## config.mk

```make
export PLATFORM = sky130hd
export DESIGN_NAME = fp_align_stage
export DESIGN_NICKNAME = d
export VERILOG_FILES = /design/src/rtl/fp_pkg.sv /design/src/rtl/fp_sticky_shifter.sv /design/src/rtl/fp_align_stage.sv
export SDC_FILE = /design/constraint.sdc
export NUM_CORES = 1
export LEC_CHECK = 0
export BUFFER_PORTS_ARGS = -buffer_cell sky130_fd_sc_hd__buf_2
export CAP_MARGIN = 5
export CORE_MARGIN = 2
export CORE_UTILIZATION = 59
export CTS_BUF_LIST = sky130_fd_sc_hd__clkbuf_8
export DETAILED_ROUTE_END_ITERATION = 10
export PLACE_DENSITY = 0.8
export SLEW_MARGIN = 0
export SYNTH_ARGS = -nofsm -noshare
export SYNTH_HDL_FRONTEND = slang
export SYNTH_SLANG_ARGS = --single-unit
```

## constraint.sdc

```tcl
create_clock -name clk -period 5.6 [get_ports clk]
set_input_delay 1.12 -clock clk [delete_from_list [all_inputs] [get_ports clk]]
set_output_delay 1.12 -clock clk [all_outputs]
set_load 0.005 [all_outputs]
```

## src/rtl/fp_pkg.sv

```systemverilog
// rtl/fp_pkg.sv - shared FP widths, unpacked operand type and unpack helpers
package fp_pkg;

   localparam int EXP_W = 8;
   localparam int MAN_W = 23;
   localparam int GRS_W = 3;
   localparam int ADD_W = 1 + 1 + MAN_W + GRS_W;
   localparam int OP_W  = 1 + EXP_W + MAN_W;
   localparam int BIAS  = 127;
   localparam int SH_W  = $clog2(ADD_W);

   typedef struct packed {
      logic             sign;
      logic [EXP_W-1:0] exp;
      logic             hidden;
      logic [MAN_W-1:0] frac;
   } fp_op_t;

   function automatic fp_op_t fp_unpack(input logic [OP_W-1:0] v);
      fp_op_t op;
      op.sign   = v[OP_W-1];
      op.exp    = v[OP_W-2:MAN_W];
      op.frac   = v[MAN_W-1:0];
      op.hidden = |op.exp;
      return op;
   endfunction

   // Denormals share the exponent of the smallest normal.
   function automatic logic [EXP_W-1:0] eff_exp(input fp_op_t op);
      return op.hidden ? op.exp : EXP_W'(1);
   endfunction

   function automatic logic is_special(input fp_op_t op);
      return &op.exp;
   endfunction

   function automatic logic is_zero(input fp_op_t op);
      return ~|op.exp & ~|op.frac;
   endfunction

   function automatic logic [ADD_W-1:0] addend(input fp_op_t op);
      return {1'b0, op.hidden, op.frac, {GRS_W{1'b0}}};
   endfunction

endpackage

```

## src/rtl/fp_sticky_shifter.sv

```systemverilog
// rtl/fp_sticky_shifter.sv - right shift with sticky OR of lost bits, clamped amount
module fp_sticky_shifter
   import fp_pkg::*;
(
   input  logic [ADD_W-1:0] data_i,
   input  logic [EXP_W-1:0] shamt_i,
   output logic [ADD_W-1:0] data_o
);

   localparam logic [EXP_W-1:0] CLAMP = EXP_W'(ADD_W - 1);

   logic [SH_W-1:0]  sh;
   logic [ADD_W-1:0] lost_mask;
   logic             sticky;

   always_comb begin
      sh        = shamt_i[SH_W-1:0];
      lost_mask = ~({ADD_W{1'b1}} << sh);
      sticky    = |(data_i & lost_mask);
      // Beyond ADD_W-1 every bit lands in the sticky position.
      if (shamt_i >= CLAMP) begin
         data_o = {{(ADD_W-1){1'b0}}, |data_i};
      end else begin
         data_o = (data_i >> sh) | {{(ADD_W-1){1'b0}}, sticky};
      end
   end

endmodule

```

## src/rtl/fp_align_stage.sv

```systemverilog
// rtl/fp_align_stage.sv - two-stage operand order/align pipeline feeding the CLA adder
module fp_align_stage
   import fp_pkg::*;
(
   input  logic             clk,
   input  logic             rst,
   input  logic             in_valid,
   output logic             in_ready,
   input  logic [OP_W-1:0]  in_a,
   input  logic [OP_W-1:0]  in_b,
   output logic             out_valid,
   input  logic             out_ready,
   output logic [ADD_W-1:0] out_mant_l,
   output logic [ADD_W-1:0] out_mant_s,
   output logic             out_cin,
   output logic             out_eff_sub,
   output logic             out_sign,
   output logic [EXP_W-1:0] out_exp,
   output logic             out_special
);

   logic             s1_valid_q, s2_valid_q;
   logic             s1_adv, s2_adv;

   fp_op_t           op_a, op_b;
   fp_op_t           s1_l_d, s1_s_d, s1_l_q, s1_s_q;
   logic [EXP_W-1:0] s1_dist_d, s1_dist_q;
   logic             s1_eff_sub_d, s1_eff_sub_q;
   logic             s1_special_d, s1_special_q;

   logic [ADD_W-1:0] ms_shifted;
   logic [ADD_W-1:0] mant_l_d, mant_s_d, mant_l_q, mant_s_q;
   logic             eff_sub_q, sign_q, special_q;
   logic [EXP_W-1:0] exp_q;

   assign s2_adv   = ~s2_valid_q | out_ready;
   assign s1_adv   = ~s1_valid_q | s2_adv;
   assign in_ready = s1_adv;

   always_comb begin
      op_a = fp_unpack(in_a);
      op_b = fp_unpack(in_b);
      // Ties keep A as the larger so the result sign follows A.
      if ({op_a.exp, op_a.frac} >= {op_b.exp, op_b.frac}) begin
         s1_l_d = op_a;
         s1_s_d = op_b;
      end else begin
         s1_l_d = op_b;
         s1_s_d = op_a;
      end
      s1_dist_d    = eff_exp(s1_l_d) - eff_exp(s1_s_d);
      s1_eff_sub_d = op_a.sign ^ op_b.sign;
      s1_special_d = is_special(op_a) | is_special(op_b);
   end

   fp_sticky_shifter u_shifter (
      .data_i  (addend(s1_s_q)),
      .shamt_i (s1_dist_q),
      .data_o  (ms_shifted)
   );

   assign mant_l_d = addend(s1_l_q);
   assign mant_s_d = s1_eff_sub_q ? ~ms_shifted : ms_shifted;

   always_ff @(posedge clk) begin
      if (rst) begin
         s1_valid_q   <= 1'b0;
         s1_l_q       <= '0;
         s1_s_q       <= '0;
         s1_dist_q    <= '0;
         s1_eff_sub_q <= 1'b0;
         s1_special_q <= 1'b0;
         s2_valid_q   <= 1'b0;
         mant_l_q     <= '0;
         mant_s_q     <= '0;
         eff_sub_q    <= 1'b0;
         sign_q       <= 1'b0;
         exp_q        <= '0;
         special_q    <= 1'b0;
      end else begin
         if (s1_adv) begin
            s1_valid_q <= in_valid;
            if (in_valid) begin
               s1_l_q       <= s1_l_d;
               s1_s_q       <= s1_s_d;
               s1_dist_q    <= s1_dist_d;
               s1_eff_sub_q <= s1_eff_sub_d;
               s1_special_q <= s1_special_d;
            end
         end
         if (s2_adv) begin
            s2_valid_q <= s1_valid_q;
            if (s1_valid_q) begin
               mant_l_q  <= mant_l_d;
               mant_s_q  <= mant_s_d;
               eff_sub_q <= s1_eff_sub_q;
               sign_q    <= s1_l_q.sign;
               exp_q     <= s1_l_q.exp;
               special_q <= s1_special_q;
            end
         end
      end
   end

   assign out_valid   = s2_valid_q;
   assign out_mant_l  = mant_l_q;
   assign out_mant_s  = mant_s_q;
   assign out_cin     = eff_sub_q;
   assign out_eff_sub = eff_sub_q;
   assign out_sign    = sign_q;
   assign out_exp     = exp_q;
   assign out_special = special_q;

endmodule

```

==> key figures, run 1 <==
Cells and area
  – Filler cells: 1,241
  – Share of the core filled with cells: 0.6728
  – Ant. Diodes: 0
  – Multi-input logic area: 5249 um^2
  – Nets: between 1,000 and 1,500
  – Post-Layout Cell Count: 1,338
  – Area grow syn2layout: 10.97%
  – Register area: 2624 um^2
  – Share of cells above drive strength 1: 0.1762

Yosys
  – Number of flops mapped to enable cells by yosys: 0
  – Yosys top cell area share: 0.3104
  – Count leader, synth: dfxtp_1
  – Synth Cell Area: between 8000 and 9000 um^2
  – Synth Area in XOR/XNOR: 0.02488
  – Mux cell area share after synthesis: 0.09212
  – Syn_area_per_cell: 7.822 um^2
  – Number of synthesized register bits: 131
  – Synth top area cells: dfxtp_1 31%, a311oi_1 6.2%, ha_1 5.6%
  – Sequential fraction of the synthesis area: 0.3104
  – Post-synthesis simple-gate area fraction: 0.1943
  – Post-synth cell types: 61
  – Main combinational cell family by area after synthesis: compound AO/OA/AOI/OAI gates
  – Gate Count Post-Synth: 1,080
  – Synth Area in Compound Gates: 0.2436
  – Adder-cell share of the synthesized area: 0.05998
  – Synth async-reset ratio: 0
  – Yosys top cell by area: dfxtp_1
  – Top_reg_cell synth: dfxtp_1
  – Commonest cells in the netlist: 131 x dfxtp_1, 119 x nor2_1, 114 x nand2_1, 83 x o21ai_0, 71 x clkbuf_1
  – Ys Warns: 0

STA
  – Slew HR: 0.2632
  – Max Clk Rate: between 200 and 250 MHz
  – Max Slew Vio Count: 0
  – Tcrit/Tclk final: 0.8570
  – Final hold vios: 0
  – Setup violators final: 0
  – Least-Margin Pin Slew: 1105 ps
  – Fin Setup TNS: 0 ps
  – Final Hold Slack: 449.6 ps
  – Final Critical Period: 4799 ps
  – RSZ-0062 raised after global routing: false
  – Setup Skew: 10.56 ps

Floorplanning
  – Rows: 43
  – Starting Density: 0.6063
  – Die area: around 15,000 um^2
  – Die Span X: approximately 120 um
  – Die H: 123.7 um
  – I/O pin count: between 100 and 150
  – Core Box Area: 13,930 um^2

Routing
  – DRT antenna net count: 0
  – Final wirelength: 23.05 mm
  – Routed len/inst: 17.22 um
  – Routed vias: 8,336
  – Post-DR vias/cell: around 6.2
  – Post-route DRC violation count: 0
  – First DRT Iteration DRCs: 826
  – DR pass1 iterations: 5

Worst setup path
  – Critical Path End Type: flip-flop
  – CP most frequent cell: ha_1
  – CP cell instances: buf_2 > inv_1 > ha_1 > nand2b_1 > a211oi_1 > o221ai_1 > a31oi_1 > o311a_1 > nor2_4 > mux2_2 > ha_1 > fa_1 > nor2b_1 > o21ai_0 > a21boi_0 > o21a_1 > nor3_1 > nand3b_1 > a21oi_1
  – CP arrival: between 5000 and 6000 ps
  – Critical path class: in -> reg
  – Crit-path leading delay family: compound AO/OA/AOI/OAI gates
  – CP startpoint kind: input port
  – Slowest stage delay, CP: about 470 ps
  – CP bufs+invs: 2
  – Critical Path RT: 5980 ps
  – Worst Path Max Fanout: 11
  – CP max-delay cell: o311a_1
  – R2R Setup Slk: 2470 ps

Clock network
  – Clock Pin Slew Worst Setup and Hold Paths: 70 ps
  – Clock Latency Late Sink: 460 ps
  – H-tree depth: 4
  – Buffer type at the clock tree root: clkbuf_8
  – Clock sink total: 131
  – Hold_buf cts: 0
  – Number of CTS-inserted buffers: 17
  – Clock buffer depth: 2
  – Post-CTS Setup Repair Bufs: 0
  – Post-CTS Resized: 0
  – CTS tree: done

Pwr
  – Pwr/cell area: 290.8 nW/um^2
  – Leak: 3.889 nW
  – VDD IR max: between 150 and 200 uV

Global route
  – Largest net degree at the start of global routing: 104
  – Number of global-route vias before repair: about 7,500
  – Global-route wire length before repair: approximately 37 mm
  – Total GRT Usage: 0.3029
  – Congestion Overflow GR: 0
  – Antenna violations before repair: 0

Worst hold path
  – HP Class: reg -> reg

Placed design
  – Routability cong.: 0.9600
  – Post-detail-place hpwl: 15.81 mm
  – # placed instances: roughly 1,300
  – Count of buffers from port buffering: 133

Job
  – Max-Cap Viols: 0

Run status
  – Status: finished clean
[per-layer routing]
metal / up-vias / part of all wire / GRT usage
met3: 44 / 0.074 / 0.05907
li1: 4050 / - / -
met2: 325 / 0.47 / 0.4756
met4: 0 / 0.022 / 0.1122
met5: - / 0 / 0
met1: 3917 / 0.44 / 0.4132
[power breakdown]
| group | internal (mW) | switching, mW | leakage, nW |
|---|---|---|---|
| logic | 0.349 | 0.527 | 2.61 |
| registers | 1.01 | 0.0907 | 1.08 |
| clock network | 0.382 | 0.372 | 0.196 |
[worst paths after layout]
| check | from | to | cells after the start |
|---|---|---|---|
| hold / removal | s1_dist_q[6] | s1_dist_q[6] | 2 |
| hold reg to reg | s1_dist_q[6] | s1_dist_q[6] | 2 |
| setup reg to reg | s1_dist_q[1] | out_mant_s[0] | 7 |
| setup / recovery | in_a[0] | s1_dist_q[6] | 19 |
[per-stage QoR]
stage          setup WS (ps)  area, um^2  power [mW]
3_5_place_dp           516.4        9014       1.973
2_1_floorplan           1090        8459       1.746
6_report               800.8        9375       2.726
3_3_place_gp           605.4        9014       1.960
5_1_grt                523.8        9375       2.881
4_1_cts                845.2        9375       2.720
[final cells by class]
class,count,share of cell area
multi-input cells,809,0.5599
repair buffers,146,0.08168
clock inverters,15,0.01361
clock buffers,17,0.02496
flip-flops and latches,131,0.2799
inverters,40,0.01601
well taps,180,0.02402
[flip-flops by register name (all words and copies together) (netlist names), 8 cells and up]
signal      count
s1_l_q          9
s1_dist_q       8
out_exp         8
out_mant_s     28
mant_l_d       24
out_mant_l     24
s1_s_q         24
[worst min-delay path: cells and delay by family, from the launching register on]
family             cells  cell delay (ps)
DFF                    1              310
and+or+nand+nor        1               50
AOI/OAI and AO/OA      1               50
[logic make-up after synthesis]
family / after synthesis
DFF: 131
xor gates and xnor gates: 24
adders and majority gates: 40
AOI/OAI and AO/OA: 313
and+or+nand+nor: 367
buffers and inverters: 143
other: 1
muxes: 61
[placed cells by master (no fill, tap or decap), drive strengths merged, types with 10 or more instances in the layout]
cell      n
ha       38
buf     146
nand4    13
a211oi   35
xor2     19
o21ai    87
or3      10
nand3    62
nor2    120
a311oi   60
a21oi    71
mux4     12
dfxtp   131
inv      44
clkbuf   17
a21o     12
nor3     10
nand2   114
mux2i    41
Note: power is estimated with default switching activity, not from simulation.
==> run 2, diff against run 1 <==
--- a/config.mk
+++ b/config.mk
@@ -15,4 +15,5 @@
 export SLEW_MARGIN = 0
 export SYNTH_ARGS = -nofsm -noshare
 export SYNTH_HDL_FRONTEND = slang
+export SYNTH_HIERARCHICAL = 1
 export SYNTH_SLANG_ARGS = --single-unit
==> key figures, run 2 <==
Run status
  – Status: finished clean

Pwr
  – Combinational fraction of design power: 0.315 (-0.006)
  – Switching power total: 0.9201 mW (-7.0%)
  – Leak: 4.195 nW (+7.8%)
  – Int Pwr: 1.857 mW (+6.9%)
  – Switching Fraction: 0.3313 (-0.03163)
  – Clock power frac: 0.296 (+0.019)
  – Pwr/cell area: 293.9 nW/um^2 (+1.1%)
  – Sequential fraction of design power: 0.389 (-0.013)
  – VDD IR max: 172.1 uV (-0.51%)

Floorplanning
  – Die area: 15,130 um^2 (-1.1%)
  – Die H: 123.0 um (-0.55%)
  – Rows: 43 (unchanged)
  – Die Span X: 123.0 um (-0.55%)
  – I/O pin count: 138 (unchanged)
  – Starting Density: 0.6018 (-0.004501)
  – Core Box Area: 13,880 um^2 (-0.39%)

Cells and area
  – Design Area, Final: 9450 um^2 (+0.80%)
  – Most common cell after layout, fill and taps aside: buf_2
  – Area grow syn2layout: 13.14%
  – Max reg flops: 28 (unchanged)
  – Register area: 2644 um^2 (+0.76%)
  – Ant. Diodes: 0 (unchanged)
  – Share of cells above drive strength 1: 0.2000 (+0.02383)
  – Most frequent cells in the layout: 132 x buf_2, 131 x dfxtp_1, 119 x nor2_1
  – Filler cells: 1,197 (-3.5%)
  – Multi-input logic area: 5245 um^2 (about the same)
  – Post-Layout Cell Count: 1,285 (-4.0%)
  – Nets: 1,200 (-4.2%)

Yosys
  – Sequential fraction of the synthesis area: 0.3164 (+0.005931)
  – Synth top area cells: dfxtp_1 32%, a211oi_1 8.0%, mux2i_1 7.9%
  – Syn_area_per_cell: 8.420 um^2 (+7.6%)
  – Gate Count Post-Synth: 992 (-8.1%)
  – Synth Cell Area: 8353 um^2 (-1.1%)
  – Number of synthesized register bits: 132 (+0.76%)
  – Synth async-reset ratio: 0 (unchanged)
  – Number of flops mapped to enable cells by yosys: 0 (unchanged)
  – Yosys top cell area share: 0.3164 (+0.005931)
  – Top_reg_cell synth: dfxtp_1
  – Commonest cells in the netlist: 132 x dfxtp_1, 119 x nor2_1, 110 x nand2_1, 89 x a211oi_1, 76 x a21oi_1
  – Count leader, synth: dfxtp_1
  – Post-synth cell types: 61 (unchanged)
  – Yosys top cell by area: dfxtp_1
  – Ys Warns: 6 (+6)

STA
  – Max Clk Rate: 225.3 MHz (+8.1%)
  – Tcrit/Tclk final: 0.7928 (-0.06424)
  – Worst Slack Setup Final: 1161 ps (+359.8 ps)
  – Fin Setup TNS: 0 ps (unchanged)
  – Setup Skew: 13.32 ps (+2.763 ps)
  – Setup violators final: 0 (unchanged)
  – Max Slew Vio Count: 0 (unchanged)
  – RSZ-0062 raised after global routing: false
  – Final hold vios: 0 (unchanged)
  – Least-Margin Pin Slew: 1100 ps (-5.094 ps)
  – Final Critical Period: 4439 ps (-359.8 ps)
  – Slew HR: 0.2650 (+0.001840)

Placed design
  – Count of buffers from port buffering: 133 (unchanged)
  – Placed Area: 9049 um^2 (+0.39%)
  – Routability cong.: 0.9594 (about the same)
  – Pre-CTS setup slack: 738.2 ps (+221.8 ps)
  – Post-detail-place hpwl: 14.26 mm (-9.8%)
  – # placed instances: 1,254 (-4.0%)

Clock network
  – Clock Pin Slew Worst Setup and Hold Paths: 70 ps (about the same)
  – CTS tree: done
  – Post-CTS Setup Repair Bufs: 0 (unchanged)
  – Clock buffer depth: 2 (unchanged)
  – Clock Latency Late Sink: 460 ps (about the same)
  – Buffer type at the clock tree root: clkbuf_8
  – Number of CTS-inserted buffers: 17 (unchanged)
  – Hold_buf cts: 0 (unchanged)
  – Clock sink total: 132 (+0.76%)
  – Post-CTS Resized: 0 (unchanged)
  – H-tree depth: 4 (unchanged)

Global route
  – Met2 Use GR: 0.4334 (-0.04226)
  – Largest net degree at the start of global routing: 107 (+2.9%)
  – Met3 Track Usage GR: 0.05950 (+0.0004359)
  – Number of global-route vias before repair: 6,921 (-7.6%)
  – GRT met1 Usage: 0.3835 (-0.02971)
  – Antenna violations before repair: 0 (unchanged)
  – Global routing's busiest layer: met2
  – Global-route wire length before repair: 33.65 mm (-8.9%)
  – Congestion Overflow GR: 0 (unchanged)
  – Total GRT Usage: 0.2775 (-0.02545)

Routing
  – First DRT Iteration DRCs: 594 (-28%)
  – Post-DR vias/cell: 5.911 (-5.1%)
  – Post-route DRC violation count: 0 (unchanged)
  – DRT antenna net count: 0 (unchanged)
  – Routed vias: 7,595 (-8.9%)
  – Final wirelength: 20.17 mm (-12%)
  – Routed len/inst: 15.70 um (-8.9%)
  – DR pass1 iterations: 6 (+1)

Worst setup path
  – Critical path class: in -> reg
  – Critical Path RT: 5960 ps (-20 ps)
  – Critical Path End Type: flip-flop
  – Reg2reg path depth: 8 (+1)
  – CP arrival: 4800 ps (-380 ps)
  – Reg-to-Reg End: out_mant_s[0]
  – Slowest stage delay, CP: 360 ps (-110 ps)
  – CP max-delay cell: a221o_1
  – R2R Setup Slk: 2370 ps (-100 ps)
  – RR Startpoint: s1_dist_q[0]
  – CP startpoint kind: input port
  – Worst Path Max Fanout: 14 (+3)
  – CP cell instances: buf_2 > ha_1 > a21oi_1 > o21ai_1 > a221o_1 > a211o_1 > a21oi_4 > buf_4 > mux2i_1 > ha_1 > nor2b_1 > o21ai_0 > a21oi_1 > o21ai_0 > nor2b_1 > xnor2_1 > a22o_1

Job
  – Max-Cap Viols: 0 (unchanged)

Worst hold path
  – HP Class: reg -> reg
  – Source of the worst hold timing path: mant_l_d[22]
  – Worst hold endpoint: out_mant_l[22]
  – Hold depth: 2 (unchanged)
-- run 2: changes by cell type in the layout (fill, tap and decap cells not counted), sizes merged, moves of 25 or more --
cell | before | now
a311oi | 60 | 0
a211oi | 35 | 89
mux2i | 41 | 66
nand3 | 62 | 4
o21ai | 87 | 22
xnor2 | 5 | 33
-- run 2: worst max-delay path by stage --
stage              from           end  slack [ps]  cells past startpoint
2_1_floorplan  in_b[16]  s1_dist_q[6]        1020                     19
3_3_place_gp   in_b[16]  s1_dist_q[6]         860                     19
3_5_place_dp   in_b[16]  s1_dist_q[5]         740                     18
4_1_cts        in_b[16]  s1_dist_q[6]        1200                     19
5_1_grt        in_b[16]  s1_dist_q[5]         860                     18
6_report       in_a[16]  s1_dist_q[5]        1160                     17
-- run 2: kinds of logic (layout without fill, tap and decap cells) --
logic type      after synthesis  count (layout)  share of synthesized area
simple gates                296             296                     0.1514
other cells                   1              21                  0.0004489
mux                         113             113                     0.1721
xor+xnor                     34              34                    0.03565
flops                       132             132                     0.3164
buf+inv                     128             221                    0.06680
compound gates              248             248                     0.1967
fa+ha+maj                    40              40                    0.06052
-- run 2: power groups by stage --
stage | clock network (mW) | registers (mW) | logic (mW)
6_report | 0.822 | 1.08 | 0.875
3_3_place_gp | 0 | 1.10 | 0.846
2_1_floorplan | 0 | 1.08 | 0.677
3_5_place_dp | 0 | 1.10 | 0.861
5_1_grt | 0.879 | 1.09 | 0.969
4_1_cts | 0.834 | 1.08 | 0.867
-- run 2: area by class of cell --
class                           instances  area share
Timing Repair Buffer                  147     0.08182
Inverter                               43     0.01708
Sequential cell                       132      0.2798
Tap cell                              180     0.02383
Multi-Input combinational cell        752      0.5550
Clock buffer                           19     0.02767
Clock inverter                         12     0.01483
-- run 2: worst max-delay path: cells and delay by family --
kind | cells | cell delay [ps]
AOI/OAI and AO/OA | 9 | 1960
xor gates and xnor gates | 1 | 90
adders and majority gates | 2 | 560
buffers and inverters | 2 | 410
muxes | 1 | 280
and+or+nand+nor | 2 | 350
-- run 2: metal layers --
metal | vias to the layer above | part of all wire
li1 | 3733 | -
met3 | 40 | 0.062
met2 | 269 | 0.45
met4 | 0 | 0.020
met1 | 3553 | 0.46
met5 | - | 0
-- run 2: stage by stage --
step,utilization,hold WS [ps],power (mW)
6_report,0.6808,454.0,2.777
5_1_grt,0.6808,470.1,2.940
4_1_cts,0.6808,455.9,2.780
3_5_place_dp,0.6519,441.5,1.960
3_3_place_gp,0.6519,439.3,1.943
2_1_floorplan,-,426.1,1.754
